===== config.mk =====
export PLATFORM = sky130hd
export DESIGN_NAME = coin_collector_vend_flat
export DESIGN_NICKNAME = d
export VERILOG_FILES = /design/src/rtl/coin_collector_vend_if.sv /design/src/rtl/coin_collector_vend.sv /design/src/flat_wrapper.sv
export SDC_FILE = /design/constraint.sdc
export NUM_CORES = 1
export LEC_CHECK = 0
export ABC_AREA = 1
export BUFFER_PORTS_ARGS = -buffer_cell sky130_fd_sc_hd__buf_2
export CAP_MARGIN = 20
export CORE_MARGIN = 4
export CORE_UTILIZATION = 40
export CTS_CLUSTER_DIAMETER = 50
export DETAILED_ROUTE_END_ITERATION = 8
export HOLD_SLACK_MARGIN = 0.08
export SYNTH_ARGS = -nofsm -noshare
export SYNTH_HDL_FRONTEND = slang
export SYNTH_SLANG_ARGS = --single-unit

===== constraint.sdc =====
create_clock -name clock -period 15.7 [get_ports clock]
set_input_delay 2.355 -clock clock [delete_from_list [all_inputs] [get_ports clock]]
set_output_delay 2.355 -clock clock [all_outputs]
set_load 0.02 [all_outputs]

===== src/rtl/coin_collector_vend_if.sv =====
// Coin acceptor, dispenser handshake and display bundle for coin_collector_vend.
// master = coin acceptor / dispenser side, slave = the collector itself.
interface coin_collector_vend_if #(
    parameter int SUM_W = 10
);
    logic [1:0]       coin;
    logic             cancel;
    logic             vend_ack;
    logic             done;
    logic             coin_reject;
    logic             refund_valid;
    logic [SUM_W-1:0] refund_amt;
    logic             change_valid;
    logic [SUM_W-1:0] change_amt;
    logic [6:0]       seg0;
    logic [6:0]       seg1;
    logic [6:0]       seg2;

    modport master (
        output coin, cancel, vend_ack,
        input  done, coin_reject, refund_valid, refund_amt,
        input  change_valid, change_amt, seg0, seg1, seg2
    );

    modport slave (
        input  coin, cancel, vend_ack,
        output done, coin_reject, refund_valid, refund_amt,
        output change_valid, change_amt, seg0, seg1, seg2
    );
endinterface


===== src/rtl/coin_collector_vend.sv =====
// Coin collector: accumulates coins to PRICE, holds a vend request until acknowledged,
// refunds on cancel, drives a 3-digit 7-segment display. Define CHANGE_RETURN_EN for change return.
module coin_collector_vend #(
    parameter int PRICE = 100,
    parameter int VAL0  = 25,
    parameter int VAL1  = 50,
    parameter int VAL2  = 100,
    parameter int SUM_W = 10
) (
    input  logic                  clock,
    input  logic                  reset,
    coin_collector_vend_if.slave  bus
);
    localparam int               DISP_W  = 10;
    localparam logic [SUM_W-1:0] PRICE_S = SUM_W'(PRICE);
    localparam logic [DISP_W-1:0] PRICE_D = DISP_W'(PRICE);

    typedef enum logic [1:0] {
        ST_IDLE    = 2'd0,
        ST_COLLECT = 2'd1,
        ST_VEND    = 2'd2
    } state_t;

    state_t              state_r, state_s;
    logic [SUM_W-1:0]    sum_r, sum_s;
    logic [DISP_W-1:0]   disp_r, disp_s;
    logic                done_r, done_s;
    logic                coin_reject_r, coin_reject_s;
    logic                refund_valid_r, refund_valid_s;
    logic [SUM_W-1:0]    refund_amt_r, refund_amt_s;
    logic                change_valid_r, change_valid_s;
    logic [SUM_W-1:0]    change_amt_r, change_amt_s;
    logic                coin_valid_s;
    logic [SUM_W-1:0]    sum_add_s;
    logic [11:0]         bcd_s;

    function automatic logic [SUM_W-1:0] coin_value(input logic [1:0] code);
        case (code)
            2'b00:   return SUM_W'(VAL0);
            2'b01:   return SUM_W'(VAL1);
            2'b10:   return SUM_W'(VAL2);
            default: return {SUM_W{1'b0}};
        endcase
    endfunction

    // Shift-add-3 binary-to-BCD: {hundreds, tens, units}
    function automatic logic [11:0] to_bcd(input logic [DISP_W-1:0] bin);
        logic [21:0] sh;
        sh = {12'd0, bin};
        for (int i = 0; i < DISP_W; i++) begin
            sh[13:10] = (sh[13:10] >= 4'd5) ? sh[13:10] + 4'd3 : sh[13:10];
            sh[17:14] = (sh[17:14] >= 4'd5) ? sh[17:14] + 4'd3 : sh[17:14];
            sh[21:18] = (sh[21:18] >= 4'd5) ? sh[21:18] + 4'd3 : sh[21:18];
            sh = sh << 1;
        end
        return sh[21:10];
    endfunction

    function automatic logic [6:0] to_seg(input logic [3:0] digit);
        case (digit)
            4'd0:    return 7'b1000000;
            4'd1:    return 7'b1111001;
            4'd2:    return 7'b0100100;
            4'd3:    return 7'b0110000;
            4'd4:    return 7'b0011001;
            4'd5:    return 7'b0010010;
            4'd6:    return 7'b0000010;
            4'd7:    return 7'b1111000;
            4'd8:    return 7'b0000000;
            4'd9:    return 7'b0010000;
            default: return 7'b1111111;
        endcase
    endfunction

    assign coin_valid_s = (bus.coin != 2'b11);
    assign sum_add_s    = sum_r + coin_value(bus.coin);

    // Next-state and registered-output decode
    always_comb begin
        state_s        = state_r;
        sum_s          = sum_r;
        disp_s         = disp_r;
        done_s         = done_r;
        coin_reject_s  = 1'b0;
        refund_valid_s = 1'b0;
        refund_amt_s   = {SUM_W{1'b0}};
        change_valid_s = 1'b0;
        change_amt_s   = {SUM_W{1'b0}};
        case (state_r)
            ST_IDLE, ST_COLLECT: begin
                if (bus.cancel) begin
                    // Cancel wins over a same-cycle coin; the coin is bounced, not refunded
                    coin_reject_s = coin_valid_s;
                    if (state_r == ST_COLLECT) begin
                        refund_valid_s = 1'b1;
                        refund_amt_s   = sum_r;
                        sum_s          = {SUM_W{1'b0}};
                        disp_s         = {DISP_W{1'b0}};
                        state_s        = ST_IDLE;
                    end else begin
                        state_s = state_r;
                    end
                end else if (coin_valid_s) begin
                    sum_s = sum_add_s;
                    if (sum_add_s >= PRICE_S) begin
                        state_s = ST_VEND;
                        done_s  = 1'b1;
                        disp_s  = PRICE_D;
`ifdef CHANGE_RETURN_EN
                        change_valid_s = 1'b1;
                        change_amt_s   = sum_add_s - PRICE_S;
`else
                        change_valid_s = 1'b0;
                        change_amt_s   = {SUM_W{1'b0}};
`endif
                    end else begin
                        state_s = ST_COLLECT;
                        disp_s  = DISP_W'(sum_add_s);
                    end
                end else begin
                    state_s = state_r;
                end
            end
            ST_VEND: begin
                coin_reject_s = coin_valid_s;
                if (bus.vend_ack) begin
                    state_s = ST_IDLE;
                    done_s  = 1'b0;
                    sum_s   = {SUM_W{1'b0}};
                    disp_s  = {DISP_W{1'b0}};
                end else begin
                    state_s = ST_VEND;
                end
            end
            default: begin
                state_s = ST_IDLE;
                done_s  = 1'b0;
                sum_s   = {SUM_W{1'b0}};
                disp_s  = {DISP_W{1'b0}};
            end
        endcase
    end

    // State and output registers
    always_ff @(posedge clock or negedge reset) begin
        if (!reset) begin
            state_r        <= ST_IDLE;
            sum_r          <= {SUM_W{1'b0}};
            disp_r         <= {DISP_W{1'b0}};
            done_r         <= 1'b0;
            coin_reject_r  <= 1'b0;
            refund_valid_r <= 1'b0;
            refund_amt_r   <= {SUM_W{1'b0}};
            change_valid_r <= 1'b0;
            change_amt_r   <= {SUM_W{1'b0}};
        end else begin
            state_r        <= state_s;
            sum_r          <= sum_s;
            disp_r         <= disp_s;
            done_r         <= done_s;
            coin_reject_r  <= coin_reject_s;
            refund_valid_r <= refund_valid_s;
            refund_amt_r   <= refund_amt_s;
            change_valid_r <= change_valid_s;
            change_amt_r   <= change_amt_s;
        end
    end

    // Display decode straight from the registered amount
    always_comb begin
        bcd_s    = to_bcd(disp_r);
        bus.seg0 = to_seg(bcd_s[3:0]);
        bus.seg1 = to_seg(bcd_s[7:4]);
        bus.seg2 = to_seg(bcd_s[11:8]);
    end

    assign bus.done         = done_r;
    assign bus.coin_reject  = coin_reject_r;
    assign bus.refund_valid = refund_valid_r;
    assign bus.refund_amt   = refund_amt_r;
    assign bus.change_valid = change_valid_r;
    assign bus.change_amt   = change_amt_r;
endmodule


===== src/flat_wrapper.sv =====
// flat-port wrapper written by rule: the top's interface ports become plain ports
module coin_collector_vend_flat 
#(
    parameter int PRICE = 100,
    parameter int VAL0  = 25,
    parameter int VAL1  = 50,
    parameter int VAL2  = 100,
    parameter int SUM_W = 10
)
  (clock, reset, bus_coin, bus_cancel, bus_vend_ack, bus_done, bus_coin_reject, bus_refund_valid, bus_refund_amt, bus_change_valid, bus_change_amt, bus_seg0, bus_seg1, bus_seg2);
  coin_collector_vend_if #(.SUM_W(SUM_W)) bus_i ();
  input  logic clock;
  input  logic reset;
  input wire logic [$bits(bus_i.coin)-1:0] bus_coin;
  input wire logic [$bits(bus_i.cancel)-1:0] bus_cancel;
  input wire logic [$bits(bus_i.vend_ack)-1:0] bus_vend_ack;
  output wire logic [$bits(bus_i.done)-1:0] bus_done;
  output wire logic [$bits(bus_i.coin_reject)-1:0] bus_coin_reject;
  output wire logic [$bits(bus_i.refund_valid)-1:0] bus_refund_valid;
  output wire logic [$bits(bus_i.refund_amt)-1:0] bus_refund_amt;
  output wire logic [$bits(bus_i.change_valid)-1:0] bus_change_valid;
  output wire logic [$bits(bus_i.change_amt)-1:0] bus_change_amt;
  output wire logic [$bits(bus_i.seg0)-1:0] bus_seg0;
  output wire logic [$bits(bus_i.seg1)-1:0] bus_seg1;
  output wire logic [$bits(bus_i.seg2)-1:0] bus_seg2;
  assign bus_i.coin = bus_coin;
  assign bus_i.cancel = bus_cancel;
  assign bus_i.vend_ack = bus_vend_ack;
  assign bus_done = bus_i.done;
  assign bus_coin_reject = bus_i.coin_reject;
  assign bus_refund_valid = bus_i.refund_valid;
  assign bus_refund_amt = bus_i.refund_amt;
  assign bus_change_valid = bus_i.change_valid;
  assign bus_change_amt = bus_i.change_amt;
  assign bus_seg0 = bus_i.seg0;
  assign bus_seg1 = bus_i.seg1;
  assign bus_seg2 = bus_i.seg2;
  coin_collector_vend #(.PRICE(PRICE), .VAL0(VAL0), .VAL1(VAL1), .VAL2(VAL2), .SUM_W(SUM_W)) u_core (.clock(clock), .reset(reset), .bus(bus_i));
endmodule

==> results of run 1 <==
## stage by stage
| stage | cell area, sq um | hold slack (ps) |
|---|---|---|
| final | 3978 | 496.2 |
| after floorplan | 3627 | 456.5 |
| after global routing | 3978 | 508.2 |
| after CTS | 3978 | 497.2 |
| after global placement | 3879 | 471.7 |
| after detailed placement | 3879 | 476.0 |
## worst max-delay path, delay by kind of cell, from the launching register on
kind,cells,cell delay (ps)
compound gates,4,770
fa+ha+maj,8,1430
buf+inv,13,1140
flops,1,410
simple gates,26,2630
## cells by family after synthesis
logic type | after synthesis | synth area share [%]
flip-flops | 35 | 24.40
AO/OA/AOI/OAI | 55 | 9.934
other | 1 | 0.1045
buffers and inverters | 109 | 12.58
XOR/XNOR | 11 | 3.067
adder cells (fa/ha/maj) | 38 | 13.45
AND/OR/NAND/NOR | 265 | 36.46
## cell usage in the layout, fill, tap and decap left out, drive strengths merged
cell      count
fa            1
o311ai        1
ha           37
clkbuf        6
xor2         10
clkinvlp      1
conb         11
nand3        59
or2           1
o211ai        3
o31ai         1
nand4        12
and2          2
o21bai        3
o21a          1
a21boi        1
a21oi        12
buf          40
inv          94
o21ai        22
o22ai         9
nand3b        1
dfrtp        35
xnor3         1
clkinv        4
a21o          1
nand2       156
nor2         33
a211oi        1
nor3          1
## cell type report
| cell class | instances | area (sq um) | share of cell area [%] |
|---|---|---|---|
| flip-flops and latches | 35 | 875.8 | 22.02 |
| clock buffers | 6 | 82.58 | 2.076 |
| repair buffers | 40 | 202.7 | 5.096 |
| clock inverters | 2 | 16.27 | 0.4089 |
| well taps | 108 | 135.1 | 3.397 |
| inverters | 97 | 365.4 | 9.185 |
| multi-input cells | 380 | 2300 | 57.82 |
## worst paths after layout
check,cells past startpoint,to,slack (ps),startpoint
max in group asynchronous,1,u_core.disp_r[4]$_DFFE_PN0P_,13090,reset
worst max register to register,12,u_core.disp_r[2]$_DFFE_PN0P_,12800,u_core.sum_r[1]$_DFFE_PN0P_
worst max-delay path,51,bus_seg2[5],6650,u_core.disp_r[7]$_DFFE_PN0P_
min in group asynchronous,1,u_core.bus.refund_amt[2]$_DFF_PN0_,2130,reset
worst min-delay path,2,u_core.disp_r[8]$_DFFE_PN0P_,500,u_core.disp_r[8]$_DFFE_PN0P_
worst min register to register,2,u_core.disp_r[8]$_DFFE_PN0P_,500,u_core.disp_r[8]$_DFFE_PN0P_
## registers in the layout (all words and copies together), names as in the netlist
register                 count
u_core.bus.refund_amt       10
u_core.disp_r               10
u_core.sum_r                10
u_core.state_r               2
u_core.bus.coin_reject       1
u_core.bus.done              1
u_core.bus.refund_valid      1
## per-layer routing
metal	wire, um	up-vias	part of all wire, %
met5	0	-	0
met2	3436	36	49
met3	206	7	3.0
met4	72	0	1.0
li1	-	1705	-
met1	3229	1451	47
==> results.md, run 1 <==
- Crit path launch type: flop
- Fin. Hold Viols: 0
- Slew @ Worst Pin: around 750 ps
- Syn Inst Count: 514
- #FFs+latches synth: 35
- Worst Path Required: 13,350 ps
- Die H: between 100 and 150 um
- Ranking of synthesized cells by area: dfrtp_1, ha_1, nand2_1, inv_1, nand3_1
- Number of enable flip-flop cells after synthesis: 0
- Synth Area per Inst: between 6 and 7 sq um
- Die Footprint: roughly 11,000 sq um
- Residual DRC: 0
- Crit path max fanout: 6
- Clock Sink Count: 35
- Fmax: 110.5 MHz
- Hold Buf Count CTS: 0
- Num CTS Buffers: 5
- Slew Limit Headroom: 50.28%
- Synth warn: 0
- Setup ws final: roughly 6700 ps
- Post-synth top area share: roughly 24%
- Core ar.: ~8700 sq um
- Vias per cell: 4.789
- Vias in the first global route: between 3,000 and 4,000
- Hold Path Class: flop to flop
- Yosys top cell by area: dfrtp_1
- Detail Route Antenna Nets: 0
- Initial antenna violation count: 0
- CTS tree: built
- Global Route met2 Usage: about a quarter
- Most frequent cells after synthesis: nand2_1, inv_1, nand3_1
- Register area share after synthesis: about a quarter
- GPL Wtd Cong: 0.8317
- CP peak stage delay: 410 ps
- Ant diodes: 0
- Mapped cell area: between 3000 and 4000 sq um
- Layer with the highest usage: met2
- # nets final: roughly 600
- Ys flop type: dfrtp_1
- M3 GR Usage: 2.436%
- Final wirelength: 6.944 mm
- Count leader, synth: nand2_1
- CTS H-tree depth: 2
- Pre-CTS WS: roughly 7000 ps
- Worst-path clk slew: 80 ps
- Setup bufs post-CTS: 0
- Worst setup path class: flop to primary output
- Initial drt markers: around 130
- Share of layout cells above drive strength 1: between 20% and 30%
- First-pass GRT wire length: 12.44 mm
- Non-filler cells, final: about 670
- Total GRT Usage: 14.09%
- Async SR Flop Fraction: 100.0%
- Slowest stage cell, crit path: dfrtp_1
- CP most frequent cell: nand2_1
- Port Buffers: 39
- Fin util: about 46%
- Total of max-cap violations: 0
- Yosys cell types: 40
- Post-CTS sizing: 0
- Largest net degree at the start of global routing: 36
- Fillers: roughly 900
- Hpwl dp: between 5 and 6 mm
- Area growth, synth to finish: 10.81%
- DR pass1 iterations: 4
- Wire length per cell: around 10 um
- Grt total ovfl: 0
- Placed Instances: 660
- Final Cycle Share: just under 60%
- RSZ-0062 raised after global routing: no
- Setup violators final: 0
- Skew final: roughly 11 ps
- Met1 Use GR: between 10% and 20%
- Status: finished clean
- Setup TNS: 0 ps
- Slew Viols, Final: 0
- Row cnt: 34
- Total number of vias: between 3,000 and 4,000
- Initial Util: around 41%
- CP Capture Type: primary output
- Max Buffers Root-to-Sink: 2
- Die W: slightly above 100 um
- Clock latency on the worst-skew pair: between 200 and 300 ps
- CTS Root Cell: clkbuf_8
- Minimum clock period: about 9000 ps
- Total I/O pin count: between 50 and 60
- CP arrival: roughly 6700 ps
Power of run 1 is left out: the tool's default activity adds up to more than one toggle a clock period on the data nets, which glitch-free logic cannot reach.
==> run 2, diff against run 1 <==
ABC_AREA = 0   (was 1)
clock period = 9 ns   (was 15.7 ns; I/O delays follow)
==> run 2 against run 1 <==
Net effect: synthesized area is 16% higher; first-iteration DRC count increased by 53%; register-to-register slack got worse by 7000 ps; clock skew fell by 4.3 ps; highest routed layer unchanged.
==> results.md, run 2 <==
- CP most frequent cell: ha_2 (was nand2_1)
- Placed Instances: 659 (was 660)
- Worst-path clk slew: 70 ps (was 80 ps)
- DR pass1 iterations: 4 (unchanged)
- Skew final: 6.352 ps (was 10.66 ps)
- Wire length per cell: 14.66 um (was 10.40 um)
- Most frequent cells after synthesis: ha_1, nor2_1, dfrtp_1 (was nand2_1, inv_1, nand3_1)
- Residual DRC: 0 (unchanged)
- Hold Slack: 514.5 ps (was 496.2 ps)
- Routed wl met3: 360 um (was 206 um)
- Post-synth top area share: 21.05% (was 24.40%)
- Clock latency on the worst-skew pair: 290 ps (about the same)
- Mapped cell area: 4161 sq um (was 3590 sq um)
- CTS Root Cell: clkbuf_8 (unchanged)
- Vias per cell: 5.621 (was 4.789)
- CP arrival: 7410 ps (was 6690 ps)
- Non-filler cells, final: 686 (was 668)
- Hpwl dp: 7.298 mm (was 5.764 mm)
- Worst Path Required: 7650 ps (was 13,350 ps)
- RR Startpoint: u_core.sum_r[0]$_DFFE_PN0P_ (was u_core.sum_r[1]$_DFFE_PN0P_)
- Fmax: between 100 and 150 MHz
- Maximum vdd drop: around 0.00020 V
- Ys flop type: dfrtp_1 (unchanged)
- Initial antenna violation count: 0 (unchanged)
- CP Capture Type: primary output (unchanged)
- Most frequent cells in the layout: buf_2, nor2_1, buf_4, dfrtp_1, inv_1 (was nand2_1, inv_1, nand3_1)
- Commonest non-fill, non-tap cell in the layout: buf_2 (was nand2_1)
- Num CTS Buffers: 5 (unchanged)
- Die Footprint: 12,100 sq um (was 10,550 sq um)
- Ranking of synthesized cells by area: dfrtp_1, ha_1, o21ai_0, mux2i_1, nor2_1 (was dfrtp_1, ha_1, nand2_1, inv_1, nand3_1)
- #FFs+latches synth: 35 (unchanged)
- Row cnt: 36 (was 34)
- Async SR Flop Fraction: 100.0% (unchanged)
- Count leader, synth: ha_1 (was nand2_1)
- Core ar.: 9955 sq um (was 8721 sq um)
- Total number of vias: 3,856 (was 3,199)
- Worst Setup SP: u_core.disp_r[7]$_DFFE_PN0P_ (unchanged)
- Crit path launch type: flop (unchanged)
- Total GRT Usage: 16.12% (was 14.09%)
- Top routing layer in use: met4 (unchanged)
- Final wirelength: 10.06 mm (was 6.944 mm)
- # nets final: 596 (was 603)
- GPL Wtd Cong: 0.8513 (was 0.8317)
- Max Buffers Root-to-Sink: 2 (unchanged)
- First-pass GRT wire length: 16.20 mm (was 12.44 mm)
- Vias in the first global route: 3,521 (was 3,066)
- Initial drt markers: 197 (was 129)
- Crit path max fanout: 9 (was 6)
- Slew Limit Headroom: 46.10% (was 50.28%)
- Detail Route Antenna Nets: 0 (unchanged)
- Met1 Wirelength: 4.523 mm (was 3.229 mm)
- HP Start: u_core.state_r[0]$_DFFE_PN0P_ (was u_core.disp_r[8]$_DFFE_PN0P_)
- Number of enable flip-flop cells after synthesis: 0 (unchanged)
- Total I/O pin count: 51 (unchanged)
- Yosys top cell by area: dfrtp_1 (unchanged)
- Largest net degree at the start of global routing: 36 (unchanged)
- Fin. Hold Viols: 0 (unchanged)
- CTS tree: built (unchanged)
- Synth Area per Inst: 8.510 sq um (was 6.984 sq um)
- Power Dens Cells: ~310 nW/um^2
- CP peak stage delay: 550 ps (was 410 ps)
- Slew @ Worst Pin: 804.7 ps (was 745.8 ps)
- Pleak: ~0.0024 uW
- Port Buffers: 39 (unchanged)
- Register area share after synthesis: 21.05% (was 24.40%)
- CTS H-tree depth: 2 (unchanged)
- Share of layout cells above drive strength 1: 29.66% (was 20.18%)
- Status: finished clean (unchanged)
- Slowest stage cell, crit path: or4_4 (was dfrtp_1)
- Setup violators final: 0 (unchanged)
- Initial Util: 41.80% (was 41.16%)
- Hold Path Class: flop to flop (unchanged)
- Minimum clock period: approximately 8800 ps
- Synth warn: 0 (unchanged)
- Grt total ovfl: 0 (unchanged)
- Slew Viols, Final: 0 (unchanged)
- Worst setup path class: flop to primary output (unchanged)
- Yosys cell types: 90 (was 40)
- Met2 Routed Length: 5.072 mm (was 3.436 mm)
- Syn Inst Count: 489 (was 514)
- Area growth, synth to finish: 18.97% (was 10.81%)
- Clock Sink Count: 35 (unchanged)
- Final Cycle Share: a little over nine tenths
- Total of max-cap violations: 0 (unchanged)
- Die H: 110 um (was 102.7 um)
- Die W: 110 um (was 102.7 um)
- Hold Buf Count CTS: 0 (unchanged)
- Ant diodes: 0 (unchanged)
-- run 2: cell types whose count changed in the layout (fill, tap and decap cells not counted), sizes merged, moves of 13 or more --
cell / change
and2: +18
nand2: -127
buf: +32
o21ai: +13
nand3: -49
mux2i: +16
nor3: +14
inv: -59
a21oi: +13
-- run 2: what timing repair did --
item                                    in CTS  in global routing
endpoints found under the setup margin      14                 14
pin swaps                                    3                 17
setup buffers                                5                 14
resized for setup                            5                 40
-- run 2: worst paths after layout --
kind	cells after the start	slack (ps)	to
setup / recovery	38	240	bus_seg1[4]
hold / removal	1	510	u_core.bus.done$_DFFE_PN0P_
setup reg to reg	12	5760	u_core.bus.done$_DFFE_PN0P_
hold reg to reg	1	510	u_core.bus.done$_DFFE_PN0P_
max in group asynchronous	1	7390	u_core.state_r[0]$_DFFE_PN0P_
min in group asynchronous	1	1130	u_core.sum_r[7]$_DFFE_PN0P_
-- run 2: metrics by stage --
stage          util (%)  setup WS [ps]  cell area [sq um]  power (uW)  TNS [ps]
2_1_floorplan         -         -129.6               4213        1101    -247.2
4_1_cts           46.92          21.84               4671        1482         0
3_5_place_dp      45.49         -80.01               4528        1345    -287.6
3_3_place_gp      45.49          106.6               4528        1327         0
6_report          49.74          237.3               4951        1528         0
5_1_grt           49.74         -135.5               4951        1680    -874.2
-- run 2: logic make-up (layout without fill, tap and decap cells) --
family	Yosys count	in the layout	synth area share, %
compound gates	166	166	31.63
flops	35	35	21.05
other cells	1	11	0.09011
mux	21	21	5.772
xor+xnor	12	12	3.217
buf+inv	62	116	6.885
fa+ha+maj	38	38	11.61
simple gates	154	154	19.75
-- run 2: layout make-up --
class                           instances  area, sq um
Clock buffer                            5        68.82
Fill cell                             926         5004
Clock inverter                          3        20.02
Inverter                               36        135.1
Sequential cell                        35        875.8
Multi-Input combinational cell        402         3237
Timing Repair Buffer                   72        447.9
Tap cell                              133        166.4
-- run 2: report_power, final --
part	switching [uW]	internal (uW)	total (uW)
Clock	58.4	53.8	112
Combinational	684	491	1180
Sequential	46.6	194	240
-- run 2: layer usage --
metal	GRT usage [%]	vias up
li1	-	1924
met5	0	-
met4	3.829	0
met2	28.81	78
met1	20.42	1843
met3	2.271	11
-- run 2: worst max-delay path, delay by kind of cell, from the launching register on --
family	cells	cell delay, ps
DFF	1	390
buffers and inverters	7	700
muxes	2	580
adders and majority gates	8	1470
and+or+nand+nor	7	1640
AOI/OAI and AO/OA	13	2190
xor gates and xnor gates	1	160
Note: power is estimated with default switching activity, not from simulation.
==> run 3, diff against run 2 <==
CELL_PAD_IN_SITES_DETAIL_PLACEMENT = 2   (was not set)
CELL_PAD_IN_SITES_GLOBAL_PLACEMENT = 2   (was not set)
CORE_UTILIZATION = 37   (was 40)
CTS_BUF_LIST = sky130_fd_sc_hd__clkbuf_4   (was not set)
PLACE_DENSITY_LB_ADDON = 0.1   (was not set)
==> run 3 against run 2 <==
Net effect: count of clock-buffer cells in the layout stayed put; routed wire length up 40%; sequential power is 2% higher; first-iteration DRC count fell by 16%; sequential share of layout area decreased by 0.28 points; via count up 3.6%; combinational power grew 8%; non-clock buffer count increased by 1; core utilization decreased by 3.7 points; hold slack gained 21 ps; die area increased by 7.5%.
==> results.md, run 3 (synthesized netlist as in run 2, its figures left out) <==
- Detail Route Antenna Nets: 0 (unchanged)
- Slew @ Worst Pin: 857.0 ps (was 804.7 ps)
- Met1 Wirelength: 6.487 mm (was 4.523 mm)
- Share of layout cells above drive strength 1: 31.28% (was 29.66%)
- Final instance area: 5030 sq um (was 4951 sq um)
- CTS Root Cell: clkbuf_4 (was clkbuf_8)
- Met2 Routed Length: 7.254 mm (was 5.072 mm)
- Initial Util: 38.05% (was 41.80%)
- Setup violators final: 0 (unchanged)
- Power Dens Cells: 319.9 nW/um^2 (was 308.7 nW/um^2)
- CP peak stage delay: 540 ps (was 550 ps)
- Max Buffers Root-to-Sink: 2 (unchanged)
- Die Footprint: 13,010 sq um (was 12,100 sq um)
- Hold Path Class: flop to flop (unchanged)
- Worst-path clk slew: 100 ps (was 70 ps)
- Routed wl met3: 210 um (was 360 um)
- Vias per cell: 5.763 (was 5.621)
- Port Buffers: 39 (unchanged)
- Grt total ovfl: 0 (unchanged)
- First-pass GRT wire length: 21.70 mm (was 16.20 mm)
- Final Cycle Share: 99.55% (was 97.36%)
- Vias in the first global route: 4,272 (was 3,521)
- Initial antenna violation count: 0 (unchanged)
- Largest net degree at the start of global routing: 36 (unchanged)
- Worst setup path class: flop to primary output (unchanged)
- Pleak: 0.002422 uW (was 0.002409 uW)
- Hpwl dp: 9.709 mm (was 7.298 mm)
- Ant diodes: 0 (unchanged)
- Minimum clock period: 8959 ps (was 8763 ps)
- Final wirelength: 14.06 mm (was 10.06 mm)
- Area growth, synth to finish: 20.87% (was 18.97%)
- CP Capture Type: primary output (unchanged)
- Total I/O pin count: 51 (unchanged)
- Fin util: 46.00% (was 49.74%)
- Residual DRC: 0 (unchanged)
- Slowest stage cell, crit path: or4_4 (unchanged)
- Most frequent cells in the layout: buf_4, nor2_1, dfrtp_1 (was buf_2, nor2_1, buf_4, dfrtp_1, inv_1)
- Clock latency on the worst-skew pair: 340 ps (was 290 ps)
- Clock Sink Count: 35 (unchanged)
- Row cnt: 38 (was 36)
- Total GRT Usage: 19.85% (was 16.12%)
- Post-DP Area: 4544 sq um (was 4528 sq um)
- Core ar.: 10,940 sq um (was 9955 sq um)
- Die W: 114.1 um (was 110 um)
- # nets final: 597 (was 596)
- Crit path max fanout: 5 (was 9)
- Fin. Hold Viols: 0 (unchanged)
- Commonest non-fill, non-tap cell in the layout: buf_4 (was buf_2)
- Fmax: 111.6 MHz (was 114.1 MHz)
- DR pass1 iterations: 4 (unchanged)
- CTS tree: built (unchanged)
- CTS H-tree depth: 2 (unchanged)
- Maximum vdd drop: 0.0002339 V (was 0.0002006 V)
- Skew final: 11.84 ps (was 6.352 ps)
- Die H: 114.1 um (was 110 um)
- Initial drt markers: 166 (was 197)
- Wire length per cell: 20.29 um (was 14.66 um)
- Status: finished clean (unchanged)
- CP arrival: 7610 ps (was 7410 ps)
- Setup TNS: 0 ps (unchanged)
- Crit path launch type: flop (unchanged)
- Fillers: 1,242 (was 926)
- Reg area: 875.8 sq um (unchanged)
- Num CTS Buffers: 5 (unchanged)
- Top routing layer in use: met4 (unchanged)
- Total of max-cap violations: 0 (unchanged)
- GPL Wtd Cong: 0.8180 (was 0.8513)
- Multi-input logic area: 3334 sq um (was 3237 sq um)
- Worst Path Required: 7650 ps (about the same)
- Slew Viols, Final: 0 (unchanged)
- Slew Limit Headroom: 42.60% (was 46.10%)
- Total number of vias: 3,994 (was 3,856)
[run 3: changes by cell type in the layout (fill, tap and decap cells not counted), sizes merged]
cell	previous run	this run
clkinvlp	2	0
clkinv	2	3
buf	72	73
[run 3: worst paths after layout]
path | start | end | slack, ps | cells after the start
max reg2reg | u_core.sum_r[0]$_DFFE_PN0P_ | u_core.state_r[0]$_DFFE_PN0P_ | 5570 | 14
max | u_core.disp_r[7]$_DFFE_PN0P_ | bus_seg2[3] | 40 | 41
min reg2reg | u_core.state_r[0]$_DFFE_PN0P_ | u_core.bus.done$_DFFE_PN0P_ | 540 | 1
min in group asynchronous | reset | u_core.bus.refund_amt[7]$_DFF_PN0_ | 1080 | 1
max in group asynchronous | reset | u_core.disp_r[1]$_DFFE_PN0P_ | 7400 | 1
min | u_core.state_r[0]$_DFFE_PN0P_ | u_core.bus.done$_DFFE_PN0P_ | 540 | 1
[run 3: power by group]
group          internal, uW  switching, uW  total, uW
clock network          27.7           53.7       81.4
logic                   523            760       1280
registers               193           51.3        245
total                   744            865       1610
[run 3: through the flow]
step / hold WS, ps / cells / power [uW] / worst slack [ps]
3_5_place_dp: 504.8 / 667 / 1403 / -282.7
3_3_place_gp: 500.8 / 667 / 1346 / 107.5
5_1_grt: 558.1 / 693 / 1757 / -355.3
4_1_cts: 533.1 / 679 / 1525 / 4.300
2_1_floorplan: 467.1 / 499 / 1101 / -129.6
6_report: 536.0 / 693 / 1609 / 40.94
[run 3: area by class of cell]
| class | instances | share of cell area, % |
|---|---|---|
| Multi-Input combinational cell | 402 | 66.29 |
| Sequential cell | 35 | 17.41 |
| Timing Repair Buffer | 73 | 9.204 |
| Tap cell | 140 | 3.483 |
| Inverter | 36 | 2.687 |
| Clock buffer | 5 | 0.7463 |
| Clock inverter | 2 | 0.1741 |
[run 3: per-layer routing]
layer	vias to the layer above	track usage, %
li1	1920	-
met4	0	2.613
met3	10	1.744
met5	-	0
met2	36	35.17
met1	2028	27.00
[run 3: critical path, delay by kind of cell (launching register included)]
kind,cells,cell delay (ps)
compound gates,10,1800
fa+ha+maj,9,1650
buf+inv,9,840
flops,1,410
simple gates,10,1940
xor+xnor,3,640
[run 3: repair_timing]
action,4_1_cts,5_1_grt
pin swaps,7,17
hold buffers,0,0
endpoints found under the hold margin,0,0
endpoints found under the setup margin,14,14
buffers inserted,5,14
gates resized for setup,24,44
